**config.mk**
```make
export PLATFORM = sky130hd
export DESIGN_NAME = task_sequencer
export DESIGN_NICKNAME = d
export VERILOG_FILES = /design/src/rtl/task_sequencer.sv
export SDC_FILE = /design/constraint.sdc
export NUM_CORES = 1
export LEC_CHECK = 0
export BUFFER_PORTS_ARGS = -buffer_cell sky130_fd_sc_hd__buf_2
export CAP_MARGIN = 10
export CORE_ASPECT_RATIO = 0.7
export CORE_MARGIN = 3
export CORE_UTILIZATION = 49
export DETAILED_ROUTE_END_ITERATION = 16
export PLACE_DENSITY = 0.77
export RECOVER_POWER = 25
export SKIP_CTS_REPAIR_TIMING = 1
export SLEW_MARGIN = 10
export SYNTH_ARGS = -nofsm -noshare
export SYNTH_HDL_FRONTEND = slang
export SYNTH_SLANG_ARGS = --single-unit
```
**constraint.sdc**
```tcl
create_clock -name i_clk -period 3.1 [get_ports i_clk]
set_input_delay 0.62 -clock i_clk [delete_from_list [all_inputs] [get_ports i_clk]]
set_output_delay 0.62 -clock i_clk [all_outputs]
set_load 0.02 [all_outputs]
```
**src/rtl/task_sequencer.sv**
```systemverilog
`default_nettype none
// +---------------------------------------------------------------------------+
// | task_sequencer: walks enabled task slots, resets/starts the task manager  |
// | for each one and records pass / timeout results.          Rev 1.0         |
// +---------------------------------------------------------------------------+
module task_sequencer #(
  parameter int NUMBER_OF_TASKS = 16,
  parameter int TIMEOUT_CYCLES  = 65536,
  parameter int MGR_RST_CYCLES  = 4
) (
  input  logic        i_clk,
  input  logic        i_rst_n,
  input  logic        run_start,
  input  logic        run_abort,
  input  logic [31:0] enabled_tasks,
  input  logic        tasks_done,
  output logic [31:0] current_task_number,
  output logic        start_tests,
  output logic        mgr_rst,
  output logic        busy,
  output logic        run_done,
  output logic        run_aborted,
  output logic [31:0] pass_mask,
  output logic [31:0] timeout_mask
);

  localparam int IDX_W   = $clog2(NUMBER_OF_TASKS + 2);
  localparam int CNT_MAX = (TIMEOUT_CYCLES > MGR_RST_CYCLES) ? TIMEOUT_CYCLES : MGR_RST_CYCLES;
  localparam int CNT_W   = $clog2(CNT_MAX);

  localparam logic [IDX_W-1:0] c_IDX_LAST  = IDX_W'(NUMBER_OF_TASKS);
  localparam logic [CNT_W-1:0] c_RST_LAST  = CNT_W'(MGR_RST_CYCLES - 1);
  localparam logic [CNT_W-1:0] c_TO_LAST   = CNT_W'(TIMEOUT_CYCLES - 1);
  localparam logic [63:0]      c_ONES      = (64'd1 << NUMBER_OF_TASKS) - 64'd1;
  localparam logic [31:0]      c_TASK_MASK = c_ONES[31:0];

  typedef enum logic [2:0] {
    S_IDLE      = 3'd0,
    S_SEARCH    = 3'd1,
    S_MGR_RESET = 3'd2,
    S_START     = 3'd3,
    S_WAIT_DONE = 3'd4,
    S_NEXT      = 3'd5,
    S_DONE      = 3'd6,
    S_ABORT     = 3'd7
  } state_t;

  state_t           r_state, w_state_d;
  logic [IDX_W-1:0] r_idx, w_idx_d;
  logic [CNT_W-1:0] r_cnt, w_cnt_d;
  logic [31:0]      r_en, w_en_d;
  logic [31:0]      r_pass, w_pass_d;
  logic [31:0]      r_to, w_to_d;
  logic [31:0]      r_ctn, w_ctn_d;
  logic [31:0]      w_sel;
  logic             r_start, w_start_d;
  logic             r_mgr_rst, w_mgr_rst_d;
  logic             r_busy, w_busy_d;
  logic             r_done, w_done_d;
  logic             r_aborted, w_aborted_d;
  logic             w_in_run;

  // One-hot slot select for the current index; zero once the index runs past 32.
  assign w_sel    = 32'd1 << (r_idx - IDX_W'(1));
  assign w_in_run = (r_state == S_SEARCH) || (r_state == S_MGR_RESET) || (r_state == S_START) ||
                    (r_state == S_WAIT_DONE) || (r_state == S_NEXT);

  always_comb begin
    w_state_d = r_state;
    w_idx_d   = r_idx;
    w_cnt_d   = r_cnt;
    w_en_d    = r_en;
    w_pass_d  = r_pass;
    w_to_d    = r_to;

    case (r_state)
      S_IDLE: begin
        if (run_start) begin
          w_en_d    = enabled_tasks & c_TASK_MASK;
          w_pass_d  = '0;
          w_to_d    = '0;
          w_idx_d   = IDX_W'(1);
          w_cnt_d   = '0;
          w_state_d = S_SEARCH;
        end
      end
      S_SEARCH: begin
        if (r_idx > c_IDX_LAST) begin
          w_state_d = S_DONE;
        end else if ((r_en & w_sel) != 32'd0) begin
          w_state_d = S_MGR_RESET;
          w_cnt_d   = '0;
        end else begin
          w_idx_d = r_idx + IDX_W'(1);
        end
      end
      S_MGR_RESET: begin
        if (r_cnt == c_RST_LAST) begin
          w_state_d = S_START;
          w_cnt_d   = '0;
        end else begin
          w_cnt_d = r_cnt + CNT_W'(1);
        end
      end
      S_START: begin
        w_state_d = S_WAIT_DONE;
        w_cnt_d   = '0;
      end
      S_WAIT_DONE: begin
        // A done arriving on the last allowed cycle still counts as a pass.
        if (tasks_done) begin
          w_pass_d  = r_pass | w_sel;
          w_state_d = S_NEXT;
        end else if (r_cnt == c_TO_LAST) begin
          w_to_d    = r_to | w_sel;
          w_state_d = S_NEXT;
        end else begin
          w_cnt_d = r_cnt + CNT_W'(1);
        end
      end
      S_NEXT: begin
        w_idx_d   = r_idx + IDX_W'(1);
        w_state_d = S_SEARCH;
      end
      S_DONE:  w_state_d = S_IDLE;
      S_ABORT: w_state_d = S_IDLE;
      default: w_state_d = S_IDLE;
    endcase

    if (run_abort && w_in_run) begin
      w_state_d = S_ABORT;
      w_idx_d   = r_idx;
      w_cnt_d   = r_cnt;
      w_pass_d  = r_pass;
      w_to_d    = r_to;
    end

    // Outputs are a pure function of the upcoming state so they can be registered with it.
    w_busy_d    = (w_state_d == S_SEARCH) || (w_state_d == S_MGR_RESET) || (w_state_d == S_START) ||
                  (w_state_d == S_WAIT_DONE) || (w_state_d == S_NEXT);
    w_mgr_rst_d = (w_state_d == S_MGR_RESET) || (w_state_d == S_ABORT);
    w_start_d   = (w_state_d == S_START);
    w_done_d    = (w_state_d == S_DONE) || (w_state_d == S_ABORT);
    w_aborted_d = (w_state_d == S_ABORT);
    w_ctn_d     = ((w_state_d == S_MGR_RESET) || (w_state_d == S_START) || (w_state_d == S_WAIT_DONE)) ?
                  32'(w_idx_d) : 32'd0;
  end

  always_ff @(posedge i_clk or negedge i_rst_n) begin
    if (!i_rst_n) begin
      r_state   <= S_IDLE;
      r_idx     <= IDX_W'(1);
      r_cnt     <= '0;
      r_en      <= '0;
      r_pass    <= '0;
      r_to      <= '0;
      r_ctn     <= '0;
      r_start   <= 1'b0;
      r_mgr_rst <= 1'b1;
      r_busy    <= 1'b0;
      r_done    <= 1'b0;
      r_aborted <= 1'b0;
    end else begin
      r_state   <= w_state_d;
      r_idx     <= w_idx_d;
      r_cnt     <= w_cnt_d;
      r_en      <= w_en_d;
      r_pass    <= w_pass_d;
      r_to      <= w_to_d;
      r_ctn     <= w_ctn_d;
      r_start   <= w_start_d;
      r_mgr_rst <= w_mgr_rst_d;
      r_busy    <= w_busy_d;
      r_done    <= w_done_d;
      r_aborted <= w_aborted_d;
    end
  end

  assign current_task_number = r_ctn;
  assign start_tests         = r_start;
  assign mgr_rst             = r_mgr_rst;
  assign busy                = r_busy;
  assign run_done            = r_done;
  assign run_aborted         = r_aborted;
  assign pass_mask           = r_pass;
  assign timeout_mask        = r_to;

endmodule
`default_nettype wire

```
# Word-level counts from Yosys, hierarchy flattened
# Index checks and enable logic that the tools add are counted.
# word_totals
inputBits	37
ff_bits	114
output_inout_bits	101
# classes
eq_ne	23
mux	27
n_lt_le_gt_ge	1
shift	1
n_addsub	3
n_reduce_logical	22
n_bitwise	4
# ops
op	n
$mux 32	4
$pmux 32 s2	2
$mux 16	6
$pmux 16 s5	1
$or 32x32->32	2
$and 16x32->32	1
$reduce_bool 32->1	1
$shl 1x5->32 const A	1
$mux 5	5
$eq 3x3->1 const B	8
$mux 3	7
$pmux 3 s7	1
$add 16x1->16 const B	1
$eq 16x16->1 const B	1
$eq 16x2->1 const B	1
$pmux 5 s3	1
$eq 3x2->1 const B	4
$logic_or 1x1->1	12
$ne 2x2->1 const B	5
$reduce_and 7->1	1
$eq 3x1->1 const B	2
$add 5x1->5 const B	1
$gt 5x5->1 const B	1
$reduce_and 5->1	1
other kinds (10)	11

# Logic depth before layout (Yosys ltp)
# logic_depth
ltp_word	13
depth_mapped	13
ltp_nobuf	9

# Worst setup path after synthesis
# No wires, ideal clock.
# synth_timing
kind	register to register
from	register r_idx[0]
to	register r_cnt[10]
period_less_slack_ns	2.865
setup_ns	0.095
t_required_ns	3.005
t_arrival_ns	2.770
stages_incl_launch_ff	12
n_path_buf	2
slack_ns	0.235
cell_sequence	dfstp_2 buf_2 inv_1 ha_1 or4b_4 o32a_1 o311ai_2 nor4_1 a21o_1 or2_4 buf_6 o31ai_1
# synth_between
elab_chain_len	6
elab_cells_between_ends	8
classes_between	add/sub (1); order compare (1); eq/ne (2); shift (1); bitwise (1); reduce/logical (2)
# synth_lines
element	line_no	source
start: declaration	49	logic [IDX_W-1:0] r_idx, w_idx_d;
start signal: assignment	165	r_idx <= w_idx_d;
$sub 5x1->5	64	assign w_sel = 32'd1 << (r_idx - IDX_W'(1));
$shl 1x5->32	64	
$and 16x32->32	90	end else if ((r_en & w_sel) != 32'd0) begin
$reduce_bool 32->1	90	
$ne 2x1->1 (no source line)	-	
$reduce_and 7->1 (no source line) *	-	
end signal: assignment	166	r_cnt <= w_cnt_d;
end: declaration	50	logic [CNT_W-1:0] r_cnt, w_cnt_d;
# Mark *: on every way between the ends. The rest lies on a longest branch, timed or not.
# A chain may end at the register's enable or synchronous reset.

# Worst setup path after layout
# layout_timing
from	register r_idx[0]
to	register r_ctn[2], in the netlist current_task_number[2]
# layout_between
elab_chain_len	12
elab_cells_between_ends	20
classes_between	add/sub (2); order compare (1); eq/ne (3); shift (1); mux (9); bitwise (1); reduce/logical (3)
# layout_lines
element	line_no	source
$sub 5x1->5	64	
$shl 1x5->32	64	
$and 16x32->32	90	
$reduce_bool 32->1	90	
$mux 3	90	
$mux 3	88	if (r_idx > c_IDX_LAST) begin
$pmux 3 s7	76	case (r_state)
$mux 3	130	if (run_abort && w_in_run) begin
$eq 3x2->1	145	w_ctn_d = ((w_state_d == S_MGR_RESET) || (w_state_d == S_START) || (w_state_d == S_WAIT_DONE)) ?
$logic_or 1x1->1 (2 in series)	145	
$mux 5 *	145	
net w_ctn_d[2]	54	logic [31:0] r_ctn, w_ctn_d;
end signal: assignment	170	r_ctn <= w_ctn_d;
end: declaration	54	
# Mark *: on every way through the listed nets, which the timed path passes. The rest lies on a longest branch.

==> flow_summary.toml <==
[hold_path]
hold_path_class = "in -> reg"
hold_depth = 2
min_from = "enabled_tasks[12]"

[critical_path]
cp_slowest_cell = "dfstp_2"
cp-end-kind = "flop"
path_delay_family = "compound AO/OA/AOI/OAI gates"
worst_setup_path_start_kind = "flop"
cp_cell_sequence = "inv_1 > ha_1 > a222oi_1 > o22ai_1 > o31ai_2 > and2_4 > a21oi_2 > or4_1 > a31oi_1"
arrival_ns = 3.25
worst-setup-path-type = "reg -> reg"
cp.depth = 9
cp.buffers_inverters = 1
crit_start = "r_idx[0]"
path_max_fanout = 4
worstPathRequired_ns = 3.42
rr_worst_depth = 9
reg2reg_from = "r_idx[0]"
cpPeakStageDelay_ns = 0.52

[grt]
grt_pass1_vias = 4729
grt_max_degree = 58
overflow = 0
antenna_found_initial = 0
track_usage = 0.236
grt_pass1_wl_um = 24300

[clock_tree]
cts_made_buffers = 17
clkLatencyLatePin_ns = 0.41
clock-sinks = 114
clk_path_buf_depth = 2
cts.htree.levels = 4
clk_pin_slew_ns = 0.06
cts_tree = "done"
root_buffer = "clkbuf_16"

[drt]
antenna_left = 0
detail_route.wl_per_cell_um = 18.1
drt_drc_violations_left = 0
drt_iter0_markers = 642
dr_total_vias = 5197
wirelength_um = 15600
vias_per_cell = 6.05
firstDrtPassIters = 7

[sta]
final_hold_viol_count = 0
fmax_mhz = 341
rsz0062_at_grt = "false"
skew_ns = 0.00897
setup_viol = 0
tightestPinTransition_ns = 1.42
min_period_ns = 2.93
slew_violations = 0
min_period_over_period = 0.945
finalSetupTns_ns = 0
max-slew-margin-rel = 0.0557

[cells_and_area]
regArea_um2 = 2860
final_area_um2 = 6920
final_util = 0.617
nets = 737
diodes = 0
multi_input_area_um2 = 2560
drive_gt1_frac = 0.259
area_delta_synth_final_pct = 20.6
fillers = 915

[die]
start_util = 0.512
ios = 138
die_area_um2 = 13100
die_h_um = 96.6
core_um2 = 11200
chipWidth_um = 135
fp-row-count = 32

[yosys]
syn_area_um2 = 5740
synth_area_leaders = "dfrtp_1, nor2_1, a31oi_1"
synth_edf_count = 0
ys_seq_area_frac = 0.497
synth_most_common_cell = "dfrtp_1"
ys_warn_count = 0
ys_ff_latch = 114
avgSynthCellArea_um2 = 9.55
ys_types = 63
yosys_most_used_dff = "dfrtp_1"
yosys.area.top_type = "dfrtp_1"
netlist_instances = 601
synth_common_cells = "dfrtp_1, nor2_1, a21oi_1, a31oi_1, nand2_1"
async_flop_share = 1.00
synth_top_area_frac = 0.488

[placed_design]
dp_hpwl_um = 10700
gp_congestion = 0.893
portBuffers = 94
place_area_um2 = 6290

[power_and_ir_drop]
ir_drop_uv = 619
total_power_mw = 7.52
power_density_nw_per_um2 = 1090
leakage_nw = 3.49

[outcome]
status = "completed"

[job]
maxCapViolCount = 0
-- layout make-up --
class,count,share of cell area
clock buffer,17,0.0615
multi-input combinational,432,0.370
clock inverter,15,0.0300
tap,153,0.0277
inverter,11,0.00597
timing repair buffer,117,0.0926
sequential,114,0.413
-- metal layers --
| layer | track usage | up-vias | part of all wire |
|---|---|---|---|
| met4 | 0.0688 | 0 | 0.016 |
| li1 | - | 2310 | - |
| met3 | 0.0616 | 31 | 0.091 |
| met5 | 0 | - | 0 |
| met1 | 0.338 | 2565 | 0.44 |
| met2 | 0.354 | 291 | 0.45 |
-- power breakdown --
group	switching (mW)	internal, mW	total [mW]
clock	0.738	1.35	2.09
sequential	0.401	1.93	2.33
combinational	1.97	1.13	3.10
-- cell families after synthesis --
| logic type | count (synthesis) | share of synthesized area |
|---|---|---|
| compound gates | 161 | 0.184 |
| flops | 114 | 0.497 |
| mux | 20 | 0.0386 |
| buf+inv | 81 | 0.0754 |
| other cells | 1 | 0.000653 |
| simple gates | 216 | 0.187 |
| fa+ha+maj | 7 | 0.0153 |
| xor+xnor | 1 | 0.00153 |
-- metrics by stage --
stage          hold slack, ns  worst slack [ns]  instances
4_1_cts                 0.285            0.0688        858
3_3_place_gp            0.470             0.194        826
6_report                0.437             0.171        859
5_1_grt                 0.431           0.00645        859
2_1_floorplan           0.324             0.235        627
3_5_place_dp            0.479             0.101        826
-- sequential cells by signal, indices dropped and copies added (netlist names) --
signal,cells
pass_mask,32
timeout_mask,32
r_cnt,16
r_en,16
current_task_number,5
r_idx,5
r_state,3
busy,1
mgr_rst,1
run_aborted,1
run_done,1
start_tests,1
-- layout by cell type, fill, tap and decap left out, types with 6 or more instances in the layout --
cell type,synthesis,layout
dfrtp_1,112,112
buf_2,7,93
nor2_1,80,80
a21oi_1,41,41
a31oi_1,38,38
nand2_1,35,35
conb_1,1,27
buf_4,28,22
o21ai_0,22,21
nand3_1,19,19
mux2_2,17,17
clkbuf_16,0,17
nor3_1,12,12
inv_1,11,11
o31ai_1,12,11
and2_1,12,10
nand2b_1,9,9
and3_1,9,9
nor2b_1,8,8
o211ai_1,7,7
ha_1,7,6
clkinv_4,0,6
-- path summary, 6_finish.rpt --
kind / end / slack (ns)
worst min register to register: timeout_mask[16] / 0.49
max in group asynchronous: r_en[8] / 0.84
min in group asynchronous: timeout_mask[20] / 0.54
worst min-delay path: r_en[12] / 0.44
worst max register to register: current_task_number[2] / 0.17
worst max-delay path: current_task_number[2] / 0.17
Power figures use the tool's default switching activity.
